--- config.mk ---
export PLATFORM = sky130hd
export DESIGN_NAME = divider
export DESIGN_NICKNAME = d
export VERILOG_FILES = /design/src/rtl/divider_pkg.sv /design/src/rtl/div_step.sv /design/src/rtl/divider.sv
export SDC_FILE = /design/constraint.sdc
export NUM_CORES = 1
export LEC_CHECK = 0
export CAP_MARGIN = 20
export CELL_PAD_IN_SITES_DETAIL_PLACEMENT = 1
export CELL_PAD_IN_SITES_GLOBAL_PLACEMENT = 1
export CORE_AREA = 3 3 80 82
export CTS_BUF_LIST = sky130_fd_sc_hd__clkbuf_4 sky130_fd_sc_hd__clkbuf_8
export CTS_CLUSTER_DIAMETER = 120
export DETAILED_ROUTE_END_ITERATION = 7
export DIE_AREA = 0 0 83 85
export PLACE_DENSITY_LB_ADDON = 0.1
export SYNTH_ARGS = -nofsm -noshare
export SYNTH_HDL_FRONTEND = slang
export SYNTH_SLANG_ARGS = --single-unit
--- constraint.sdc ---
create_clock -name clk -period 2.1 [get_ports clk]
set_input_delay 0.315 -clock clk [delete_from_list [all_inputs] [get_ports clk]]
set_output_delay 0.315 -clock clk [all_outputs]
set_load 0.01 [all_outputs]
--- src/rtl/divider_pkg.sv ---
// Shared types and widths for the 8-bit by 4-bit restoring divider.
package divider_pkg;

  localparam int unsigned DividendW = 8;
  localparam int unsigned DivisorW  = 4;
  localparam int unsigned CountW    = 3;

  // Iteration counter load value: DividendW quotient bits, counted down to zero.
  localparam logic [CountW-1:0] LastIter = CountW'(DividendW - 1);

  // Quotient reported when the divisor is zero.
  localparam logic [DividendW-1:0] QuotDivZero = {DividendW{1'b1}};

  typedef enum logic [1:0] {
    StIdle = 2'd0,
    StBusy = 2'd1,
    StDone = 2'd2
  } state_e;

endpackage

--- src/rtl/div_step.sv ---
// One restoring-division step: trial subtract of the divisor, keep or restore.
module div_step
  import divider_pkg::*;
(
  input  logic [DivisorW:0]   i_trial,
  input  logic [DivisorW-1:0] i_divisor,
  output logic [DivisorW-1:0] o_rem,
  output logic                o_qbit
);

  logic [DivisorW:0] w_diff;
  logic [DivisorW:0] w_divisor_ext;

  assign w_divisor_ext = {1'b0, i_divisor};
  assign w_diff        = i_trial - w_divisor_ext;

  // Partial remainder stays below the divisor, so either branch fits in DivisorW bits.
  always_comb begin
    o_qbit = (i_trial >= w_divisor_ext);
    if (o_qbit) begin
      o_rem = w_diff[DivisorW-1:0];
    end else begin
      o_rem = i_trial[DivisorW-1:0];
    end
  end

endmodule

--- src/rtl/divider.sv ---
// Sequential unsigned divider: one quotient bit per clock, MSB first, registered outputs.
module divider
  import divider_pkg::*;
(
  input  logic                 clk,
  input  logic                 rst_n,
  input  logic                 start,
  input  logic [DividendW-1:0] dividend,
  input  logic [DivisorW-1:0]  divisor,
  output logic [DividendW-1:0] quotient,
  output logic [DivisorW-1:0]  remainder,
  output logic                 busy,
  output logic                 done,
  output logic                 div_by_zero
);

  state_e               r_state;
  logic [DividendW-1:0] r_dvd;
  logic [DivisorW-1:0]  r_dvs;
  logic [DivisorW-1:0]  r_rem;
  logic [CountW-1:0]    r_count;
  logic [DividendW-1:0] r_quot;
  logic [DivisorW-1:0]  r_rem_out;
  logic                 r_busy;
  logic                 r_done;
  logic                 r_dbz;

  state_e               w_state_next;
  logic [DividendW-1:0] w_dvd_next;
  logic [DivisorW-1:0]  w_dvs_next;
  logic [DivisorW-1:0]  w_rem_next;
  logic [CountW-1:0]    w_count_next;
  logic [DividendW-1:0] w_quot_next;
  logic [DivisorW-1:0]  w_rem_out_next;
  logic                 w_dbz_next;

  logic [DivisorW:0]    w_trial;
  logic [DivisorW-1:0]  w_step_rem;
  logic                 w_step_qbit;

  // r_dvd doubles as the quotient shift register: dividend bits leave at the top,
  // quotient bits enter at the bottom.
  assign w_trial = {r_rem, r_dvd[DividendW-1]};

  div_step u_div_step (
    .i_trial   (w_trial),
    .i_divisor (r_dvs),
    .o_rem     (w_step_rem),
    .o_qbit    (w_step_qbit)
  );

  always_comb begin
    w_state_next   = r_state;
    w_dvd_next     = r_dvd;
    w_dvs_next     = r_dvs;
    w_rem_next     = r_rem;
    w_count_next   = r_count;
    w_quot_next    = r_quot;
    w_rem_out_next = r_rem_out;
    w_dbz_next     = r_dbz;

    unique case (r_state)
      StIdle: begin
        if (start) begin
          w_dvd_next   = dividend;
          w_dvs_next   = divisor;
          w_rem_next   = '0;
          w_count_next = LastIter;
          w_dbz_next   = 1'b0;
          if (divisor == '0) begin
            w_state_next   = StDone;
            w_quot_next    = QuotDivZero;
            w_rem_out_next = dividend[DivisorW-1:0];
            w_dbz_next     = 1'b1;
          end else begin
            w_state_next = StBusy;
          end
        end
      end
      StBusy: begin
        w_dvd_next   = {r_dvd[DividendW-2:0], w_step_qbit};
        w_rem_next   = w_step_rem;
        w_count_next = r_count - 1'b1;
        if (r_count == '0) begin
          w_state_next   = StDone;
          w_quot_next    = {r_dvd[DividendW-2:0], w_step_qbit};
          w_rem_out_next = w_step_rem;
        end
      end
      StDone: begin
        w_state_next = StIdle;
      end
      default: begin
        w_state_next = StIdle;
      end
    endcase
  end

  always_ff @(posedge clk) begin
    if (!rst_n) begin
      r_state   <= StIdle;
      r_dvd     <= '0;
      r_dvs     <= '0;
      r_rem     <= '0;
      r_count   <= '0;
      r_quot    <= '0;
      r_rem_out <= '0;
      r_busy    <= 1'b0;
      r_done    <= 1'b0;
      r_dbz     <= 1'b0;
    end else begin
      r_state   <= w_state_next;
      r_dvd     <= w_dvd_next;
      r_dvs     <= w_dvs_next;
      r_rem     <= w_rem_next;
      r_count   <= w_count_next;
      r_quot    <= w_quot_next;
      r_rem_out <= w_rem_out_next;
      r_busy    <= (w_state_next == StBusy);
      r_done    <= (w_state_next == StDone);
      r_dbz     <= w_dbz_next;
    end
  end

  assign quotient    = r_quot;
  assign remainder   = r_rem_out;
  assign busy        = r_busy;
  assign done        = r_done;
  assign div_by_zero = r_dbz;

endmodule

Word level (Yosys, flattened, before mapping)
Cells that the tools add are included.
Operators by class
  multiplexer cells: 20
  add/subtract/negate cells: 2
  reduce and logical (&&, ||, !) cells: 7
  order comparisons: 1
  equality and inequality tests: 6
Operators by type and width (count)
  $mux W8: 4
  $pmux W8 S2: 2
  $mux W4: 5
  $pmux W4 S2: 2
  $mux W2: 3
  $ne A2 B2 Y1 const B: 3
  $pmux W3 S2: 1
  $ge A5 B4 Y1: 1
  $eq A2 B1 Y1 const B: 2
  $logic_not A4 Y1: 1
  $pmux W2 S2: 1
  $reduce_and A2 Y1: 2
  $reduce_and A4 Y1: 1
  $sub A4 B4 Y4: 1
  $logic_not A3 Y1: 1
  $mux W3: 1
  $sub A3 B1 Y3 const B: 1
  $eq A2 B2 Y1 const B: 1
  $logic_not A2 Y1: 1
  $reduce_bool A2 Y1: 1
  $mux W1: 1
Storage, ports and cells
  logic and storage cells: 46
  bits in registers: 36
  output and inout bits: 15
  input port bits: 15

Logic depth before layout (Yosys ltp)
  word-level depth: 5
  gate-level depth with buffers: 8
  mapped depth without buffers: 7

Modules after synthesis
From an unflattened synthesis, not the netlist that was laid out.
Second synthesis, totals
  cells, all modules: 193
  area, all modules: 1775.5 um^2
By module, submodules not included
  divider: cells each 165, area each 1551.5 um^2, times used 1, seq. area each 720.7 um^2
  div_step: cells each 28, area each 224.0 um^2, times used 1, seq. area each 0.0 um^2

Least setup slack after synthesis
Ideal clock, no wire load.
  path kind: register -> register
  start: register r_dvd[7]
  end: register r_rem[1]
  path buffers: 0
  library setup time: 0.074 ns
  slack: 0.347 ns
  data required time: 2.026 ns
  clock period less this slack: 1.753 ns
  cell stages (with the launch flop): 6
  data arrival time: 1.679 ns
  cells stage by stage: dfxtp_1 inv_1 ha_1 fa_1 or4_4 a31oi_1
On the way
  word-level cells in the longest chain between the ends: 3
  elaborated cells between the ends (all ways): 4
  those cells by class: 1 x add/sub; 1 x order compare; 2 x mux
RTL lines
  start: declaration: RTL line divider.sv:18  | logic [DividendW-1:0] r_dvd;
  start signal: assignment: RTL line divider.sv:113  | r_dvd <= w_dvd_next;
  $sub A4 B4 Y4 or $ge A5 B4 Y1 (tied branches): RTL line div_step.sv:15, div_step.sv:19
  $mux W4 *: RTL line div_step.sv:20  | if (o_qbit) begin
  $pmux W4 S2 *: RTL line divider.sv:62  | unique case (r_state)
  end signal: assignment: RTL line divider.sv:115  | r_rem <= w_rem_next;
  end: declaration: RTL line divider.sv:20  | logic [DivisorW-1:0] r_rem;
Mark *: on every way between the ends. The rest lies on a longest branch, timed or not.
A chain may end at the register's enable or synchronous reset.

Worst setup path in the final report
  start: register r_dvd[7]
  end: register r_rem[2]
The elaborated chain is that of the path after synthesis.

==> impl_results.md <==
- FMAX: 0.525 GHz
- Core footprint: 0.00582 mm2
- Cts repair resizes: 0
- Clock skew: 0.00483 ns
- Buffers on Ports: 29
- Fin crit period: 1.91 ns
- FF-to-FF Start: r_dvd[7]
- CP startpoint: r_dvd[7]
- Die Footprint: 0.00706 mm2
- Buffer depth of the longest clock path: 2
- CTS tree: built
- Total CTS buffers: 5
- Post-Synthesis Cells: 198
- # IOs: 30
- Status: complete, no violations
- Diode count: 0
- Ranking of synthesized cells by area: dfxtp_1, nor2_1, a21oi_1
- Iteration-0 DRC Markers: 90
- Number of enable flip-flop cells after synthesis: 0
- DRT Pass-1 Iters: 4
- Most common cell after layout, fill and taps aside: dfxtp_1
- Routability cong.: 0.886
- Largest net degree at the start of global routing: 29
- Yosys top cell area share: 42.1%
- Int Power: 1.22 mW
- Setup TNS: 0 ns
- Proportion of power drawn by the clock network: 27.0%
- Clock latency on the worst-skew pair: 0.28 ns
- Layout cells sized above 1: 9.96%
- Commonest non-fill, non-tap cells in the layout: dfxtp_1, clkdlybuf4s50_1, nor2_1
- Yosys reg bits: 36
- Pleak: 0.812 nW
- Slowest stage cell, crit path: a2111oi_4
- Unrepaired setup endpoints after global routing: no
- # DRC: 0
- Req. time, crit path: 2.32 ns
- Die Width: 83 um
- Final net count: 253
- Combinational fraction of design power: 27.5%
- Sequential power share: 45.5%
- Wirelength per Cell: 15.8 um
- CP arrival: 2.12 ns
- CTS sink count: 36
- Total track usage: 14.7%
- Syn. warnings: 0
- Vias in the first global route: 1734
- Sw frac: 31.1%
- Number of routed nets with antenna violations: 0
- Yosys cell types: 43
- Part of the cycle the worst path needs: 90.8%
- Max-cap violations: 0
- R2R setup slack: 0.19 ns
- Global-route wire length before repair: 8380 um
- FP Rows: 28
- Crit path max fanout: 6
- Via count: 1570
- Routed wire length: 4840 um
- Setup violators final: 0
- CP endpoint: r_rem[2]
- Critical path class: reg2reg
- HPWL Detailed: 3540 um
- Synth-to-layout area growth: 27.2%
- CTS Hold Bufs: 0
- Setup crit end kind: flop
- # Post-CTS Setup Buffers: 0
- Peak supply drop: 350 uV
- Fin. Hold Viols: 0
- Crit Reg-Reg Endpoint: r_rem[2]
- Worst reg-to-reg path cell count: 6
- P_sw: 0.551 mW
- Relative max-transition margin: 69.0%
- Register area share after synthesis: 42.1%
- Worst Hold Class: reg2reg
- Via-to-Cell Ratio: 5.13
- Starting Density: 29.5%
- Die H: 85 um
- Layout Utilization: 37.5%
- Dominant cell type by area after synthesis: dfxtp_1
- Top_reg_cell synth: dfxtp_1
- Syn avg cell area: 8.65 um2
- Worst slew pin tran: 0.466 ns
- Syn nets: 220
- Clk slew on worst S/H paths: 0.07 ns
- Slew Limit Fails: 0
- PwrDens: 814 mW/mm2
- Synthesized area: 0.00171 mm2
- GR Overflow Total: 0
- Initial antenna violation count: 0
- Root buf cell: clkbuf_8
- Ys async rst share: 0%
- Htree depth: 2
- Max incr delay on CP: 0.55 ns
- CP startpoint kind: flop
- Critical path cell sequence: inv_1 > ha_1 > nand2b_1 > a2111oi_4 > o211ai_1 > a31oi_1
[registers in the layout, indices dropped and copies added (netlist names)]
signal and cells:
r_dvs 4, r_count 3, r_dvd 8, quotient 8, remainder 4, r_rem 4
busy 1, done 1, r_state 2, div_by_zero 1
[layer usage]
layer,share of wire (%),vias up,track usage (%),routed length [um]
met4,1.6,0,4.61,78
met1,46,758,17.3,2220
met5,0,-,0,0
met3,3.1,6,3.50,150
li1,-,781,-,-
met2,49,25,26.5,2390
[worst min-delay path by stage]
stage	start	to	slack (ns)	depth (start not counted)
floorplan	start	div_by_zero	0.40	1
global placement	r_dvd[1]	r_dvd[2]	0.46	2
detailed placement	r_dvd[1]	r_dvd[2]	0.47	2
CTS	r_dvd[1]	r_dvd[2]	0.48	2
global route	r_dvd[1]	r_dvd[2]	0.51	2
finish	r_dvd[1]	r_dvd[2]	0.47	2
[cell type report]
cell class / instances / area, um2
well taps: 75 / 93.8
clock inverters: 1 / 5.00
inverters: 13 / 48.8
flip-flops and latches: 36 / 721
repair buffers: 39 / 365
fillers: 719 / 3640
multi-input cells: 136 / 868
clock buffers: 6 / 76.3
[power by group through the flow]
stage          sequential [mW]  clock (mW)  combinational, mW
2_1_floorplan            0.820           0              0.303
3_3_place_gp             0.819           0              0.477
3_5_place_dp             0.824           0              0.493
4_1_cts                  0.809       0.503              0.497
5_1_grt                  0.819       0.541              0.545
6_report                 0.807       0.479              0.488
[worst max-delay path: cells and delay by family, from the launching register on]
family                   cells  cell delay, ns
AO/OA/AOI/OAI                3            0.93
flip-flops                   1            0.34
adder cells (fa/ha/maj)      1            0.29
AND/OR/NAND/NOR              1            0.22
buffers and inverters        1            0.05
[stage by stage]
stage               hold slack, ns  worst slack (ns)  power (mW)  cells  instance area, um2
floorplan                    0.404             0.347        1.12    198                1710
global placement             0.459             0.107        1.30    299                2100
detailed placement           0.465            0.0408        1.32    299                2100
CTS                          0.476             0.197        1.81    306                2180
global route                 0.514            0.0314        1.90    306                2180
finish                       0.474             0.194        1.77    306                2180
[cell usage after synthesis (2+ instances only)]
cell / count
buf_6: 2
nand2b_1: 3
nor3_1: 2
nand2_1: 18
nand4_1: 2
a311oi_1: 9
o21ai_0: 7
nor2_1: 28
clkbuf_1: 4
a221oi_1: 5
a211oi_1: 3
a31oi_1: 8
dfxtp_1: 36
ha_1: 6
o211ai_1: 5
a21oi_1: 17
buf_2: 6
inv_1: 12
[logic make-up after synthesis]
family	count (synthesis)	synth area share, %
simple gates	64	17.5
buf+inv	26	7.23
mux	1	0.584
xor+xnor	1	0.511
fa+ha+maj	7	5.55
flops	36	42.1
compound gates	63	26.5
Power figures use the tool's default switching activity.
